`src/rtl/vpu_operand_fetch_pkg.sv`:
```
// Shared VPU definitions: default datapath widths and the operand-fetch FSM encoding.
package VPU_PKG;

  localparam int SRAM_DATA_WIDTH = 256;
  localparam int DWIDTH_PER_EXEC = 128;
  localparam int SRAM_R_PORT_CNT = 3;

  typedef enum logic [1:0] {
    IDLE = 2'd0,
    RUN  = 2'd1,
    DONE = 2'd2
  } vpu_fetch_state_t;

endpackage

```
`src/rtl/vpu_operand_fifo.sv`:
```
// Per-port operand FIFO: registered write, show-ahead read, occupancy count exported
// so the fetch logic can do credit accounting.
module vpu_operand_fifo #(
  parameter int DW    = 256,
  parameter int DEPTH = 4
) (
  input  logic                       clk,
  input  logic                       rst_n,
  input  logic                       wren,
  input  logic [DW-1:0]              wdata,
  input  logic                       rden,
  output logic [DW-1:0]              rdata,
  output logic                       empty,
  output logic                       full,
  output logic [$clog2(DEPTH):0]     cnt
);

  localparam int PTR_W = $clog2(DEPTH);
  localparam int CNT_W = $clog2(DEPTH) + 1;

  logic [DW-1:0]    mem [DEPTH];
  logic [PTR_W-1:0] wptr;
  logic [PTR_W-1:0] rptr;
  logic             do_wr;
  logic             do_rd;

  // A write into a full FIFO is accepted only when the head leaves in the same cycle.
  assign do_wr = wren && (!full || rden);
  assign do_rd = rden && !empty;
  assign empty = (cnt == '0);
  assign full  = (cnt == CNT_W'(DEPTH));
  assign rdata = mem[rptr];

  always_ff @(posedge clk) begin
    if (do_wr) begin
      mem[wptr] <= wdata;
    end
  end

  always_ff @(posedge clk or negedge rst_n) begin
    if (!rst_n) begin
      wptr <= '0;
      rptr <= '0;
      cnt  <= '0;
    end else begin
      if (do_wr) begin
        wptr <= wptr + PTR_W'(1);
      end
      if (do_rd) begin
        rptr <= rptr + PTR_W'(1);
      end
      if (do_wr && !do_rd) begin
        cnt <= cnt + CNT_W'(1);
      end else if (!do_wr && do_rd) begin
        cnt <= cnt - CNT_W'(1);
      end
    end
  end

endmodule

```
`src/rtl/vpu_operand_fetch.sv`:
```
// Vector operand fetch: credit-limited SRAM reads into per-port FIFOs, served to the
// VLANE as EXEC_DW-wide slices with all enabled ports popping in lockstep.
module vpu_operand_fetch
  import VPU_PKG::*;
#(
  parameter int PORT_CNT   = SRAM_R_PORT_CNT,
  parameter int SRAM_DW    = SRAM_DATA_WIDTH,
  parameter int EXEC_DW    = DWIDTH_PER_EXEC,
  parameter int AW         = 10,
  parameter int LEN_W      = 8,
  parameter int FIFO_DEPTH = 4
) (
  input  logic                          clk,
  input  logic                          rst_n,
  input  logic                          start_i,
  input  logic [PORT_CNT-1:0]           port_en_i,
  input  logic [PORT_CNT*AW-1:0]        raddr_i,
  input  logic [LEN_W-1:0]              len_i,
  output logic                          busy_o,
  output logic                          done_o,
  output logic                          operand_valid_o,
  input  logic                          operand_rden_i,
  output logic [PORT_CNT*EXEC_DW-1:0]   operand_rdata_o,
  output logic                          operand_last_o,
  output logic [PORT_CNT-1:0]           sram_req_o,
  output logic [PORT_CNT*AW-1:0]        sram_addr_o,
  input  logic [PORT_CNT-1:0]           sram_rvalid_i,
  input  logic [PORT_CNT*SRAM_DW-1:0]   sram_rdata_i
);

  localparam int SLICE_CNT = SRAM_DW / EXEC_DW;
  localparam int SLC_W     = (SLICE_CNT > 1) ? $clog2(SLICE_CNT) : 1;
  localparam int CNT_W     = $clog2(FIFO_DEPTH) + 1;
  localparam int POP_W     = LEN_W + SLC_W;

  vpu_fetch_state_t state;
  vpu_fetch_state_t state_nxt;

  logic                          launch;
  logic [PORT_CNT-1:0]           en_q;
  logic [LEN_W-1:0]              len_q;
  logic [SLC_W-1:0]              slc_q;
  logic [POP_W-1:0]              consumed_q;
  logic [POP_W-1:0]              total_slices;
  logic                          pop;
  logic                          word_pop;
  logic                          last_slice;

  logic [PORT_CNT-1:0][AW-1:0]      addr_q;
  logic [PORT_CNT-1:0][LEN_W-1:0]   issued_q;
  logic [PORT_CNT-1:0][LEN_W-1:0]   rcvd_q;
  logic [PORT_CNT-1:0][CNT_W-1:0]   outst_q;
  logic [PORT_CNT-1:0][CNT_W-1:0]   fifo_cnt;
  logic [PORT_CNT-1:0][CNT_W-1:0]   credit;
  logic [PORT_CNT-1:0][SRAM_DW-1:0] head;
  logic [PORT_CNT-1:0]              fifo_empty;
  logic [PORT_CNT-1:0]              fifo_full;
  logic [PORT_CNT-1:0]              fifo_rd;
  logic [PORT_CNT-1:0]              push;
  logic [PORT_CNT-1:0]              req;
  logic [PORT_CNT-1:0]              port_ready;

  assign launch       = (state == IDLE) && start_i;
  assign total_slices = POP_W'(len_q) * POP_W'(SLICE_CNT);

  // Disabled ports count as ready so they never hold up the lockstep pop.
  assign port_ready      = ~fifo_empty | ~en_q;
  assign operand_valid_o = (state == RUN) && (&port_ready) && (|en_q);
  assign pop             = operand_valid_o && operand_rden_i;
  assign word_pop        = pop && (slc_q == SLC_W'(SLICE_CNT - 1));
  assign last_slice      = (consumed_q == total_slices - POP_W'(1));
  assign operand_last_o  = operand_valid_o && last_slice;

  assign busy_o      = (state != IDLE);
  assign done_o      = (state == DONE);
  assign sram_req_o  = req;
  assign sram_addr_o = addr_q;

  always_comb begin
    state_nxt = state;
    case (state)
      IDLE: begin
        if (start_i) begin
          state_nxt = ((len_i != '0) && (|port_en_i)) ? RUN : DONE;
        end
      end
      RUN: begin
        if (pop && last_slice) begin
          state_nxt = DONE;
        end
      end
      DONE:    state_nxt = IDLE;
      default: state_nxt = IDLE;
    endcase
  end

  always_ff @(posedge clk or negedge rst_n) begin
    if (!rst_n) begin
      state      <= IDLE;
      en_q       <= '0;
      len_q      <= '0;
      slc_q      <= '0;
      consumed_q <= '0;
    end else begin
      state <= state_nxt;
      if (launch) begin
        en_q       <= port_en_i;
        len_q      <= len_i;
        slc_q      <= '0;
        consumed_q <= '0;
      end else if (pop) begin
        slc_q      <= word_pop ? '0 : slc_q + SLC_W'(1);
        consumed_q <= consumed_q + POP_W'(1);
      end
    end
  end

  for (genvar p = 0; p < PORT_CNT; p++) begin : g_port
    logic [SLICE_CNT-1:0][EXEC_DW-1:0] head_slices;

    // Credit covers both words already buffered and reads still in flight.
    assign credit[p]  = CNT_W'(FIFO_DEPTH) - fifo_cnt[p] - outst_q[p];
    assign req[p]     = (state == RUN) && en_q[p] && (issued_q[p] < len_q) && (credit[p] != '0);
    assign fifo_rd[p] = word_pop && en_q[p];
    assign push[p]    = (state == RUN) && en_q[p] && sram_rvalid_i[p] && (rcvd_q[p] < len_q)
                        && (!fifo_full[p] || fifo_rd[p]);

    assign head_slices = head[p];
    assign operand_rdata_o[p*EXEC_DW +: EXEC_DW] =
      (en_q[p] && !fifo_empty[p]) ? head_slices[slc_q] : '0;

    always_ff @(posedge clk or negedge rst_n) begin
      if (!rst_n) begin
        addr_q[p]   <= '0;
        issued_q[p] <= '0;
        rcvd_q[p]   <= '0;
        outst_q[p]  <= '0;
      end else if (launch) begin
        addr_q[p]   <= raddr_i[p*AW +: AW];
        issued_q[p] <= '0;
        rcvd_q[p]   <= '0;
        outst_q[p]  <= '0;
      end else begin
        if (req[p]) begin
          addr_q[p]   <= addr_q[p] + AW'(1);
          issued_q[p] <= issued_q[p] + LEN_W'(1);
        end
        if (push[p]) begin
          rcvd_q[p] <= rcvd_q[p] + LEN_W'(1);
        end
        if (req[p] && !push[p]) begin
          outst_q[p] <= outst_q[p] + CNT_W'(1);
        end else if (!req[p] && push[p]) begin
          outst_q[p] <= outst_q[p] - CNT_W'(1);
        end
      end
    end

    vpu_operand_fifo #(
      .DW    (SRAM_DW),
      .DEPTH (FIFO_DEPTH)
    ) u_fifo (
      .clk   (clk),
      .rst_n (rst_n),
      .wren  (push[p]),
      .wdata (sram_rdata_i[p*SRAM_DW +: SRAM_DW]),
      .rden  (fifo_rd[p]),
      .rdata (head[p]),
      .empty (fifo_empty[p]),
      .full  (fifo_full[p]),
      .cnt   (fifo_cnt[p])
    );
  end

endmodule

```
`config.mk`:
```
export PLATFORM = sky130hd
export DESIGN_NAME = vpu_operand_fetch
export DESIGN_NICKNAME = d
export VERILOG_FILES = /design/src/rtl/vpu_operand_fetch_pkg.sv /design/src/rtl/vpu_operand_fifo.sv /design/src/rtl/vpu_operand_fetch.sv
export SDC_FILE = /design/constraint.sdc
export NUM_CORES = 2
export LEC_CHECK = 0
export BUFFER_PORTS_ARGS = -buffer_cell sky130_fd_sc_hd__buf_2
export CORE_MARGIN = 10
export CORE_UTILIZATION = 51
export CTS_BUF_LIST = sky130_fd_sc_hd__clkbuf_8
export CTS_CLUSTER_SIZE = 16
export DETAILED_ROUTE_END_ITERATION = 10
export PLACE_DENSITY = 0.7
export SYNTH_ARGS = -nofsm -noshare
export SYNTH_HDL_FRONTEND = slang
export SYNTH_HIERARCHICAL = 1
export SYNTH_SLANG_ARGS = --single-unit
```
`constraint.sdc`:
```
create_clock -name clk -period 9.3 [get_ports clk]
set_input_delay 0.93 -clock clk [delete_from_list [all_inputs] [get_ports clk]]
set_output_delay 0.93 -clock clk [all_outputs]
set_load 0.005 [all_outputs]
```
==> reports/results.tsv <==
metric	value	unit
crit path capture type	output pin	
Yosys reg bits	3203	
main flop type after synthesis	edfxtp_1	
die width	516.8	microns
xor/xnor share of the synthesized area	0.7584	%
Synth Area in Adders	0.8607	%
DRT antenna net count	0	
Period minus WS final	5.640	ns
final cell count without fillers	11750	
ratio of cells with drive above 1 in the final layout	28.84	%
RD Place Congestion	0.8480	
top cells by area, synth	edfxtp_1 73%, mux4_2 7.8%, mux4_1 7.0%	
vias in the first global route	69550	
htree depth	6	
Synth Cell Area	0.1259	sq mm
Critical Path RT	8.37	ns
switching share of total power	31.21	%
clk slew on worst S/H paths	0.06	ns
TritonCTS Buffers	538	
site row count	182	
Cells after Synth	5709	
net switching power	12990	uW
Global Route Usage Sum	23.22	%
Clock Path Buffers	4	
CTS sink count	3203	
fin nets	8911	
critical path class	reg -> out	
Synth Area in Compound Gates	0.5964	%
Core Area	0.2457	sq mm
max frequency	0.1773	GHz
fin crit share	60.65	%
worst slew pin tran	1.194	ns
Clock Power Share	26.6	%
post-synth cell types	59	
Root Buffer Master	clkbuf_8	
CTS tree	built	
Synth Area in Simple Gates	2.419	%
startpoint types	flop	
area leader, netlist	edfxtp_1	
first-pass GRT wire length	463300	microns
worst-path fanout max	97	
Internal	28630	uW
via/cell ratio	5.709	
port bufs	1236	
Post-CTS Setup Inserts	0	
DP Cell Count	9945	
die area	0.2671	sq mm
P per Cell Area	273.1	mW/mm^2
largest net degree at the start of global routing	159	
clk_lat worst skew	1.09	ns
syn_area_per_cell	22.05	sq um
per-cell routed wire length	27.14	microns
peak supply drop	0.2335	mV
Hold Buf Count CTS	747	
Slew HR	20.39	%
cell area after layout	0.1524	sq mm
total gr overflow	0	
Post-DP Area	0.1352	sq mm
multiplexer share of the synthesized area	17.92	%
Slew Limit Fails	0	
Post-synth EDFFs	3072	
Initial Utilization	51.23	%
most frequent cells after synthesis	3072 x edfxtp_1, 456 x nor2_1, 435 x mux4_2, 394 x mux2i_1, 333 x mux4_1	
initial antenna violation count	173	
DR iter-0 viols	6182	
WP data arrival	4.71	ns
cts repair resizes	0	
Hold Violations, Final	0	
drc violations	0	
register area share after synthesis	75.88	%
Final setup viols	0	
Final Skew	0.1039	ns
Area growth syn-to-layout	21.05	%
IO Pins	1237	
status	complete, no violations	
drt total wl	318800	microns
Total Neg Setup Slack	0	ns
asr flop ratio synth	4.090	%
largest family of logic cells by synthesized area	multiplexers	
count leader, synth	edfxtp_1	
Tightest Hold Check Type	in -> reg	
RSZ-0062 raised after global routing	false	
max cap viols	0	
DRT Pass-1 Iters	5	
DR vias	67050	
Die Ht	516.8	microns
Reg power frac	43.9	%
Comb pwr share	29.4	%
warnings from Yosys	6	
Mapped Nets	6608	
dpl hpwl	200900	microns
Pleak	0.05421	uW
post-synth top area share	73.28	%
## registers in the layout, indices dropped and copies added (netlist names), 2 cells and up
signal	count
consumed_q	9
en_q	3
g_port.u_fifo/cnt	9
g_port.u_fifo/mem	3072
g_port.u_fifo/rptr	6
g_port.u_fifo/wptr	6
issued_q	24
len_q	8
outst_q	9
rcvd_q	24
sram_addr_o	30
state	2
## cell usage in the layout (no fill, tap or decap), types with 25 or more instances in the layout
cell type / count
inv_1: 210
a21oi_1: 36
nand3_1: 25
nand2_1: 76
clkinv_2: 38
mux2i_1: 394
mux4_1: 333
xor2_1: 70
buf_4: 44
mux4_2: 435
buf_2: 1235
xnor2_1: 39
dlygate4sd3_1: 747
ha_1: 77
nor2_1: 456
diode_2: 150
clkinv_1: 98
clkbuf_8: 554
o21ai_0: 52
edfxtp_1: 3072
nand4_1: 42
dfrtp_1: 124
## metrics by stage
step	worst slack, ns	hold slack, ns	utilization (%)	total power [uW]
2_1_floorplan	0.5690	0.4588	-	26770
3_3_place_gp	4.149	0.4792	55.02	30440
3_5_place_dp	4.035	0.4854	55.02	30610
4_1_cts	3.539	0.0001521	61.86	42020
5_1_grt	3.433	0.06262	61.96	43580
6_report	3.660	0.1414	62.02	41610
## power groups by stage
stage	clock (uW)	sequential [uW]	combinational, uW
after floorplan	0	18500	8260
after global placement	0	18500	12000
after detailed placement	0	18600	12000
after CTS	11300	18300	12400
after global routing	12000	18400	13100
final	11100	18300	12200
## critical path: stages, from the launching register on
cell	delay, ns
dfrtp_4	0.62
buf_4	0.73
buf_12	0.67
buf_4	0.83
mux2i_1	0.29
nor2_1	0.08
buf_2	0.19
## layout make-up
type / count / area [sq um]
Multi-Input combinational cell: 2179 / 28460
Sequential cell: 3203 / 95550
Antenna cell: 150 / 375.4
Clock buffer: 554 / 7625
Inverter: 39 / 146.4
Timing Repair Buffer: 2051 / 14480
Clock inverter: 349 / 1717
Fill cell: 16820 / 93330
Tap cell: 3220 / 4029
## layer usage
metal	up-vias	share of wire [%]	track usage, %
met4	82	4.6	10.68
met3	753	8.9	6.764
met1	34610	37	29.19
met5	-	0.16	0
met2	2955	49	37.61
li1	28650	-	-
## cell families after synthesis
kind of cell | count (synthesis)
adder cells (fa/ha/maj) | 83
multiplexers | 1168
flip-flops | 3203
AND/OR/NAND/NOR | 698
AO/OA/AOI/OAI | 121
buffers and inverters | 327
XOR/XNOR | 109
## path summary, 6_finish.rpt
check                                                to  depth (start not counted)  slack [ns]               startpoint
max                                operand_rdata_o[299]                          6        3.66                    slc_q
min                        g_port[2].u_fifo/mem[1][117]                          1        0.14        sram_rdata_i[629]
max reg2reg                 g_port[0].u_fifo/mem[2][70]                          9        4.10  g_port[1].u_fifo/cnt[0]
min reg2reg                                  outst_q[0]                          1        0.50               outst_q[0]
max in group asynchronous                         slc_q                          3        7.45                    rst_n
min in group asynchronous                sram_addr_o[6]                          2        0.53                    rst_n
Power figures use the tool's default switching activity.
